### src/rtl/comparador_pkg.sv
// Shared constants and types for the masked symbol matcher.
package comparador_pkg;

   localparam int WIDTH_DEF   = 5;
   localparam int ENTRIES_DEF = 8;
   localparam int CNT_W_DEF   = 16;

   localparam logic [WIDTH_DEF-1:0] MASK_RST = '1;

   // Table entry at the default symbol width
   typedef struct packed {
      logic                 en;
      logic [WIDTH_DEF-1:0] pattern;
      logic [WIDTH_DEF-1:0] mask;
   } entrada_t;

endpackage

### src/rtl/comparador_mascara.sv
// Masked equality of one pattern table entry against the incoming symbol.
module comparador_mascara #(
   parameter int WIDTH = 5
) (
   input  logic [WIDTH-1:0] data,
   input  logic [WIDTH-1:0] pattern,
   input  logic [WIDTH-1:0] mask,
   input  logic             en,
   output logic             match
);

   assign match = en & (((data ^ pattern) & mask) == '0);

endmodule

### src/rtl/comparador_patrones.sv
// Two-stage symbol matcher: programmable masked pattern table, lowest-index
// priority result, multi-match flag and a saturating hit counter.
module comparador_patrones
   import comparador_pkg::*;
#(
   parameter int WIDTH   = WIDTH_DEF,
   parameter int ENTRIES = ENTRIES_DEF,
   parameter int IDX_W   = $clog2(ENTRIES),
   parameter int CNT_W   = CNT_W_DEF
) (
   input  logic             clk,
   input  logic             rst_n,
   input  logic             cfg_we,
   input  logic [IDX_W-1:0] cfg_idx,
   input  logic             cfg_en,
   input  logic [WIDTH-1:0] cfg_pattern,
   input  logic [WIDTH-1:0] cfg_mask,
   input  logic             in_valid,
   output logic             in_ready,
   input  logic [WIDTH-1:0] in_data,
   output logic             out_valid,
   input  logic             out_ready,
   output logic             out_hit,
   output logic [IDX_W-1:0] out_idx,
   output logic             out_multi,
   input  logic             clr_count,
   output logic [CNT_W-1:0] hit_count
);

   typedef struct packed {
      logic             en;
      logic [WIDTH-1:0] pattern;
      logic [WIDTH-1:0] mask;
   } tabla_t;

   tabla_t             tabla [ENTRIES];
   logic [ENTRIES-1:0] match;
   logic [ENTRIES-1:0] s1_match;
   logic               s1_valid;
   logic               adv2;
   logic               load1;
   logic               p_hit;
   logic [IDX_W-1:0]   p_idx;
   logic               p_multi;

   // Out-of-range cfg_idx never equals any generated index, so it is dropped.
   for (genvar i = 0; i < ENTRIES; i++) begin : g_entry
      always_ff @(posedge clk or negedge rst_n) begin
         if (!rst_n) begin
            tabla[i].en      <= 1'b0;
            tabla[i].pattern <= '0;
            tabla[i].mask    <= '1;
         end else if (cfg_we && (cfg_idx == IDX_W'(i))) begin
            tabla[i].en      <= cfg_en;
            tabla[i].pattern <= cfg_pattern;
            tabla[i].mask    <= cfg_mask;
         end
      end

      comparador_mascara #(.WIDTH(WIDTH)) u_mascara (
         .data    (in_data),
         .pattern (tabla[i].pattern),
         .mask    (tabla[i].mask),
         .en      (tabla[i].en),
         .match   (match[i])
      );
   end

   assign adv2     = s1_valid & (~out_valid | out_ready);
   assign load1    = ~s1_valid | adv2;
   assign in_ready = load1;

   always_ff @(posedge clk or negedge rst_n) begin
      if (!rst_n) begin
         s1_valid <= 1'b0;
         s1_match <= '0;
      end else if (load1) begin
         s1_valid <= in_valid;
         if (in_valid) s1_match <= match;
      end
   end

   // Descending scan so the lowest set index wins.
   always_comb begin
      p_hit = 1'b0;
      p_idx = '0;
      for (int i = ENTRIES - 1; i >= 0; i--) begin
         if (s1_match[i]) begin
            p_hit = 1'b1;
            p_idx = IDX_W'(i);
         end
      end
      p_multi = |(s1_match & (s1_match - ENTRIES'(1)));
   end

   always_ff @(posedge clk or negedge rst_n) begin
      if (!rst_n) begin
         out_valid <= 1'b0;
         out_hit   <= 1'b0;
         out_idx   <= '0;
         out_multi <= 1'b0;
      end else if (adv2) begin
         out_valid <= 1'b1;
         out_hit   <= p_hit;
         out_idx   <= p_idx;
         out_multi <= p_multi;
      end else if (out_ready) begin
         out_valid <= 1'b0;
      end
   end

   always_ff @(posedge clk or negedge rst_n) begin
      if (!rst_n) begin
         hit_count <= '0;
      end else if (clr_count) begin
         hit_count <= '0;
      end else if (out_valid && out_ready && out_hit && (hit_count != '1)) begin
         hit_count <= hit_count + CNT_W'(1);
      end
   end

endmodule
### config.mk
export PLATFORM = sky130hd
export DESIGN_NAME = comparador_patrones
export DESIGN_NICKNAME = d
export VERILOG_FILES = /design/src/rtl/comparador_pkg.sv /design/src/rtl/comparador_mascara.sv /design/src/rtl/comparador_patrones.sv
export SDC_FILE = /design/constraint.sdc
export NUM_CORES = 1
export LEC_CHECK = 0
export BUFFER_PORTS_ARGS = -buffer_cell sky130_fd_sc_hd__clkbuf_2
export CORE_MARGIN = 2
export CORE_UTILIZATION = 49
export DETAILED_ROUTE_END_ITERATION = 7
export PLACE_DENSITY = 0.68
export SYNTH_ARGS = -nofsm -noshare
export SYNTH_HDL_FRONTEND = slang
export SYNTH_SLANG_ARGS = --single-unit
### constraint.sdc
create_clock -name clk -period 2.3 [get_ports clk]
set_input_delay 0 -clock clk [delete_from_list [all_inputs] [get_ports clk]]
set_output_delay 0 -clock clk [all_outputs]
set_load 0.02 [all_outputs]
Word level (Yosys, flattened, before mapping). Cells that the tools add are included.

Mux-type cells: 20. Bitwise logic cells: 30. Equality and inequality tests: 8. $add $sub $neg: 2. Reductions and logical operators: 24.

Operator list (count): AND 5 bit (8); zero test 5 bit (8); bitwise XOR 5 bit (8); 2-to-1 mux 16 bit (2); 2-to-1 mux 3 bit (8); adder 16 x 1 -> 16 bit, second input constant (1); != test 16 bit, second input constant (1); equality test 3 bit, second input constant (4); logical AND 1 bit (11); 2-to-1 mux 1 bit (10); AND 1 bit (9); AND 8 bit (1); OR reduction 8 bit (1); subtractor 8 x 1 -> 8 bit, second input constant (1); equality test 3 x 2 -> 1 bit, second input constant (2); nonzero test 2 bit (2); equality test 3 x 1 -> 1 bit, second input constant (1); zero test 3 bit (1); NOT 1 bit (2); OR 1 bit (2); AND reduction 2 bit (1).

Logic and storage cells: 115. Register bits after elaboration: 119. Output and inout port bits: 23. Bits of input ports: 25.

Logic depth before layout (Yosys ltp). Gate-level depths: netlist of run 1.

Word-level depth: 8. Gate-level depth with buffers: 6. Gate-level depth less buffers: 6.

By module. A second synthesis of run 1 with hierarchy kept.

Cells, all modules: 427. Area, all modules: 5579.1 µm².

Modules (own cells, without submodules): comparador_patrones (cells an instance 355, seq. area each 3027.9 µm², instances 1, area an instance 5008.6 µm²); comparador_mascara (cells an instance 9, seq. area each 0.0 µm², instances 8, area an instance 71.3 µm²).

Worst setup path after synthesis of run 1. No wires, ideal clock.

Path type: flip-flop to flip-flop. Start: reg hit_count[0]. End: reg hit_count[6]. Arrival time: 1.614 ns. Slack: 0.554 ns. Buffers on the path: 0. Data required time: 2.168 ns. Library setup time: 0.132 ns. Cell stages (with the launch flop): 7. Clock period less this slack: 1.746 ns. Path through: dfrtp_1 > ha_1 > nand3_1 > nor4_4 > nor4b_1 > xnor2_1 > nor2_1.

Longest elaborated chain between the ends: 3. Elaborated cells on any way between the ends: 6. Classes of those cells: 1 x add/sub; 1 x eq/ne; 2 x mux; 2 x reduce/logical.

Ends and longest elaborated chain: start: declaration (line comparador_patrones.sv:27) `output logic [CNT_W-1:0] hit_count`; start signal: assignment (line comparador_patrones.sv:118) `hit_count <= hit_count + CNT_W'(1);`; adder 16 x 1 -> 16 bit or != test 16 bit (tied branches) (line comparador_patrones.sv:118, comparador_patrones.sv:117); 2-to-1 mux 16 bit or logical AND 1 bit (tied branches) (line comparador_patrones.sv:117) `end else if (out_valid && out_ready && out_hit && (hit_count != '1)) begin`; 2-to-1 mux 16 bit or nonzero test 2 bit (tied branches).

Parallel ways exist; a longest one is shown, timed or not. The select of a mux whose other input is x is not followed. A chain may end at the register's enable or synchronous reset.

Worst setup path in the final report of run 1.
Start: reg hit_count[0]. End: reg hit_count[7].

The elaborated chain is that of the path after synthesis.

==> results of run 1 <==
-- state kept, by name, indices dropped and copies added (netlist names) --
register   flops
tabla         88
hit_count     16
out_valid      1
out_idx        3
s1_match       8
out_multi      1
s1_valid       1
out_hit        1
-- metal layers --
layer | part of all wire | vias up | wire length, um
met3 | 0.042 | 15 | 471
met5 | 0 | - | 0
li1 | - | 1682 | -
met1 | 0.44 | 1769 | 4990
met2 | 0.50 | 89 | 5620
met4 | 0.019 | 0 | 209
-- layout make-up --
class / count / area [um2] / area share
timing repair buffer: 73 / 490 / 0.0734
inverter: 5 / 18.8 / 0.00281
clock inverter: 8 / 123 / 0.0183
multi-input combinational: 287 / 2380 / 0.356
clock buffer: 24 / 470 / 0.0704
tap: 140 / 175 / 0.0262
sequential: 119 / 3030 / 0.453
-- logic make-up (layout without fill, tap and decap cells) --
group	Yosys count	after routing	share of synthesized area
AO/OA/AOI/OAI	40	40	0.0477
XOR/XNOR	54	54	0.0862
adder cells (fa/ha/maj)	2	2	0.00410
buffers and inverters	22	110	0.0160
flip-flops	119	119	0.552
multiplexers	88	88	0.181
AND/OR/NAND/NOR	103	103	0.114
-- power groups by stage --
| stage | Combinational, W | Clock [W] | Sequential, W |
|---|---|---|---|
| 2_1_floorplan | 0.000750 | 0 | 0.00292 |
| 3_3_place_gp | 0.00107 | 0 | 0.00291 |
| 3_5_place_dp | 0.00110 | 0 | 0.00294 |
| 4_1_cts | 0.00113 | 0.00269 | 0.00291 |
| 5_1_grt | 0.00125 | 0.00280 | 0.00298 |
| 6_report | 0.00112 | 0.00263 | 0.00291 |
-- cell usage in the layout (no fill, tap or decap), types with 5 or more instances in the layout --
cell type      netlist  layout
o21ai_0             11      11
a22oi_1             16      16
dfrtp_1             79      79
xor2_1              41      41
xnor2_1             13      13
mux2_2              88      88
nand4_1             10      10
nand3_1              5       5
dfstp_2             40      40
clkbuf_2             0      46
clkbuf_16            0      16
nand2_1             27      27
inv_1                5       5
nor2_1              17      17
nor3_1               9       9
dlygate4sd3_1        0      18
buf_4                0       8
a21oi_1              6       6
-- final timing paths --
kind	to	slack, ns	cells after the start
max	hit_count[7]	0.42	6
min in group asynchronous	hit_count[12]	0.51	3
min	tabla[19]	0.12	4
min reg2reg	out_idx[2]	0.48	2
max reg2reg	hit_count[7]	0.42	6
max in group asynchronous	tabla[39]	0.43	4
-- worst register-to-register path, delay by kind of cell (launching register included) --
family,cells,cell delay (ns)
xor+xnor,1,0.21
fa+ha+maj,1,0.21
flops,1,0.41
simple gates,4,0.94
-- what timing repair did --
item	CTS	global route
hold endpoints to repair	195	0
hold buffers	18	0
buffers inserted	0	0
-- per-stage QoR --
stage | area (um2) | hold slack (ns) | std cells | setup WS [ns]
6_report | 6690 | 0.118 | 656 | 0.422
4_1_cts | 6690 | 0.0885 | 656 | 0.426
5_1_grt | 6690 | 0.107 | 656 | 0.227
3_3_place_gp | 5910 | 0.00154 | 606 | 0.565
3_5_place_dp | 5910 | 0.0109 | 606 | 0.445
2_1_floorplan | 5490 | -0.296 | 428 | 0.554
==> flow_summary_export.csv, run 1 <==
group,metric,value,unit
outcome,run_status,"finished clean",
yosys,synthDistinctLibCells,41,
placed_design,port_buffers,47,
grt,busiest_layer,"met2",
placed_design,gp_congestion,0.810,
sta,maxSlewViolCount,0,
detailed_routing,totalWireLength,11300,um
floorplanning,start_util,0.504,
detailed_routing,avgViaCountPerCell,5.42,
critical_path,crit_buf_inv,0,
clocking,ctsLongestPathBuffers,2,
detailed_routing,drt_iter0_drc,250,
hold_path,min-delay-start,"cfg_idx[1]",
critical_path,startpoint,"hit_count[0]",
power,ir_drop,680,uV
yosys,synthTopCellsByArea,"dfrtp_1 (36%), dfstp_2 (19%), mux2_2 (18%), xor2_1 (6.5%), a22oi_1 (2.2%)",
yosys,syn-num-nets,454,
finish,antenna_cells,0,
grt,overflow,0,
sta,slew_headroom,0.512,
yosys,synthCells,428,
sta,tightest_slew,0.729,ns
critical_path,critical_path_required,2.70,ns
critical_path,startpoint_type,"register",
floorplanning,io_pins,48,
sta,hold_viol_final,0,
sta,tns,0,ns
grt,grt_util_all_layers,0.212,
clocking,clkSlewWorstSetupHoldPaths,0.06,ns
grt,use_met1,0.258,
sta,finalClockSkew,0.0106,ns
critical_path,critPathArrivalTime,2.28,ns
power,clkPwrFrac,0.395,
yosys,syn_area,5490,um2
grt,grt_max_degree,55,
critical_path,r2r_start,"hit_count[0]",
clocking,cts_resized,0,
critical_path,cp_slowest_stage_delay,0.52,ns
placed_design,dpl.hpwl,7660,um
grt,grt_pass1_wl,18700,um
finish,syn_to_final_growth,21.9,%
grt,antenna_found_initial,0,
yosys,synth_top_area_cell,"dfrtp_1",
grt,use_met3,0.0622,
clocking,cts.htree.levels,4,
sta,fin_crit,1.88,ns
power,pwr-share-seq,0.437,
floorplanning,die_w,110,um
job,cap_violations,0,
clocking,cts_tree,"yes",
detailed_routing,ant_nets,0,
critical_path,critPathCaptureType,"register",
detailed_routing,wl_per_cell,17.2,um
critical_path,cpMaxStageDelayCell,"nor4_4",
power,total_power,0.00667,W
yosys,synth_warnings,0,
critical_path,criticalPathCategory,"reg -> reg",
power,power.switching,0.00173,W
yosys,yosysTopAreaCellShare,0.360,
floorplanning,rows,38,
critical_path,path_cells,"ha_1 > nand3_1 > nor4_4 > nor3_1 > xnor2_1 > nor2_1",
finish,fill_cells,834,
yosys,seq_area_frac_synth,0.552,
sta,rsz0062_at_grt,"no",
clocking,cts_sinks,119,
floorplanning,core_area,10900,um2
grt,gr-usage-met2,0.350,
yosys,synthArstFlopShare,1.00,
power,combPwrFrac,0.169,
power,p_sw_frac,0.259,
grt,grt_pass1_vias,3712,
floorplanning,design.die.area,12100,um2
power,leakagePower,2.89,nW
floorplanning,die_height,110,um
power,p_per_area,997,nW/um2
yosys,syn_avg_cell_area,12.8,um2
clocking,clkLatencyLatePin,0.52,ns
sta,timing.final.crit_share,0.817,
power,p_int,0.00494,W
clocking,clock-root-buffer,"clkbuf_8",
yosys,synth_seq_cells,119,
detailed_routing,drc_errors,0,
detailed_routing,dr_total_vias,3555,
yosys,yosys.cell_count.top_type,"mux2_2",
yosys,synth_edf_count,0,
finish,fin_util,0.614,
finish,nNetsFinal,529,
yosys,ys.flop_type,"dfrtp_1",
hold_path,hold_path.class,"in -> reg",
yosys,synthTopCellsByCount,"mux2_2 (88), dfrtp_1 (79), xor2_1 (41)",
critical_path,crit_family,"simple AND/OR/NAND/NOR gates",
sta,fmax,532,MHz
detailed_routing,drt_first_pass_iters,5,
finish,drive_gt1_frac,0.430,
critical_path,worstPathMaxFanout,9,
sta,setup_viol,0,
clocking,cts_buffers,17,
Power figures use the tool's default switching activity.
==> inputs of run 2 (changes only) <==
==> constraint.sdc (replaced) <==
create_clock -name clk -period 1.95 [get_ports clk]
set_input_delay 0 -clock clk [delete_from_list [all_inputs] [get_ports clk]]
set_output_delay 0 -clock clk [all_outputs]
set_load 0.02 [all_outputs]
==> flow_summary_export.csv, run 2 (synthesis gave the netlist of run 1 again) <==
group,metric,value,unit
sta,tightest_slew,0.472,ns
sta,tns,0,ns
critical_path,startpoint,"hit_count[0]",
power,combPwrFrac,0.177,
power,p_sw_frac,0.284,
critical_path,criticalPathCategory,"reg -> reg",
finish,layout_common_cells,"mux2_2 (88), dfrtp_1 (79), clkbuf_2 (46)",
critical_path,critical_path_required,2.35,ns
clocking,clock-root-buffer,"clkbuf_8",
outcome,run_status,"finished clean",
clocking,clkSlewWorstSetupHoldPaths,0.06,ns
power,ir_drop,839,uV
clocking,cts_buffers,17,
detailed_routing,totalWireLength,11500,um
finish,nNetsFinal,531,
sta,fmax,561,MHz
placed_design,port_buffers,47,
clocking,clkLatencyLatePin,0.52,ns
clocking,cts_resized,0,
floorplanning,design.die.area,12100,um2
critical_path,startpoint_type,"register",
sta,rsz0062_at_grt,"no",
grt,grt_pass1_vias,3563,
power,p_per_area,1130,nW/um2
grt,grt_max_degree,52,
detailed_routing,drt_iter0_drc,181,
finish,regMostFlops,"tabla",
grt,grt_util_all_layers,0.205,
detailed_routing,dr_total_vias,3537,
sta,hold_viol_final,0,
power,leakagePower,2.88,nW
detailed_routing,drc_errors,0,
sta,timing.final.crit_share,0.914,
placed_design,dpl.hpwl,7590,um
power,p_int,0.00542,W
critical_path,critPathArrivalTime,2.18,ns
sta,slew_headroom,0.683,
power,pwr-share-seq,0.453,
job,cap_violations,0,
sta,finalClockSkew,0.00710,ns
sta,fin_crit,1.78,ns
power,total_power,0.00757,W
finish,antenna_cells,0,
finish,final_common_cell,"mux2_2",
sta,timing.final.ws_setup,0.168,ns
floorplanning,die_height,110,um
grt,overflow,0,
hold_path,hold_path.class,"in -> async",
clocking,cts_tree,"yes",
critical_path,r2r_cells,6,
critical_path,r2r_start,"hit_count[0]",
clocking,ctsLongestPathBuffers,2,
critical_path,critPathCaptureType,"register",
detailed_routing,avgViaCountPerCell,5.38,
finish,drive_gt1_frac,0.444,
sta,setup_viol,0,
placed_design,pre_cts_slack,0.145,ns
detailed_routing,ant_nets,0,
power,clkPwrFrac,0.370,
finish,syn_to_final_growth,21.6,%
placed_design,gp_congestion,0.777,
detailed_routing,drt_first_pass_iters,4,
floorplanning,die_w,110,um
clocking,cts.htree.levels,4,
critical_path,worstPathMaxFanout,9,
clocking,cts_sinks,119,
finish,reg.largest.list,"tabla: 88 flops, hit_count: 16 flops, s1_match: 8 flops",
detailed_routing,wl_per_cell,17.4,um
finish,largest_register_ffs,88,
floorplanning,rows,38,
power,power.switching,0.00215,W
floorplanning,start_util,0.504,
floorplanning,io_pins,48,
floorplanning,core_area,10900,um2
grt,antenna_found_initial,0,
grt,grt_pass1_wl,18000,um
sta,maxSlewViolCount,0,
[run 2: cell count changes in the layout (fill, tap and decap cells not counted)]
cell / before / now
buf_12: 1 / 3
buf_4: 8 / 10
bufinv_16: 3 / 0
clkbuf_1: 4 / 0
clkbuf_8: 4 / 3
clkinv_4: 0 / 5
clkinvlp_4: 3 / 5
dlygate4sd3_1: 18 / 16
inv_6: 0 / 1
[run 2: worst paths after layout]
check / endpoint / slack (ns)
min in group clk: tabla[8] / 0.07
worst max register to register: hit_count[6] / 0.17
worst min-delay path: hit_count[6] / 0.02
worst max-delay path: hit_count[6] / 0.17
max in group asynchronous: tabla[66] / 1.59
worst min register to register: out_idx[1] / 0.48
[run 2: power by group through the flow]
stage                     combinational, W  clock (W)  sequential, W
final                              0.00134    0.00280        0.00343
after global routing               0.00149    0.00295        0.00349
after CTS                          0.00136    0.00285        0.00343
after detailed placement           0.00132          0        0.00347
after global placement             0.00127          0        0.00343
after floorplan                   0.000885          0        0.00344
[run 2: metrics by stage]
step	hold WS, ns	instances	utilization	area (um2)
after floorplan	-0.296	428	-	5490
after global placement	-0.0459	609	0.546	5950
after detailed placement	-0.0458	609	0.546	5950
after CTS	0.00453	658	0.613	6670
after global routing	0.0517	658	0.613	6670
final	0.0249	658	0.613	6670
[run 2: critical path: stages (launching register included)]
cell and delay (ns):
dfrtp_1 0.42, ha_1 0.24, nand3_1 0.22, nor4_4 0.10, nor4b_1 0.45, xnor2_1 0.17
nor2_1 0.05
[run 2: what timing repair did]
item | in CTS | in global routing
hold endpoints to repair | 204 | 0
buffers inserted | 0 | 0
hold buffers | 17 | 0
setup endpoints to repair | 0 | 4
[run 2: metal layers]
metal  GRT usage  share of wire  vias to the layer above
met3      0.0510          0.043                       13
li1            -              -                     1684
met1       0.251           0.45                     1763
met4      0.0850          0.015                        0
met5           0              0                        -
met2       0.347           0.50                       77
[run 2: final cells by class]
| cell class | instances | area (um2) |
|---|---|---|
| fillers | 863 | 4220 |
| flip-flops and latches | 119 | 3030 |
| multi-input cells | 287 | 2380 |
| repair buffers | 75 | 526 |
| clock buffers | 19 | 442 |
| well taps | 140 | 175 |
| clock inverters | 13 | 100 |
| inverters | 5 | 18.8 |
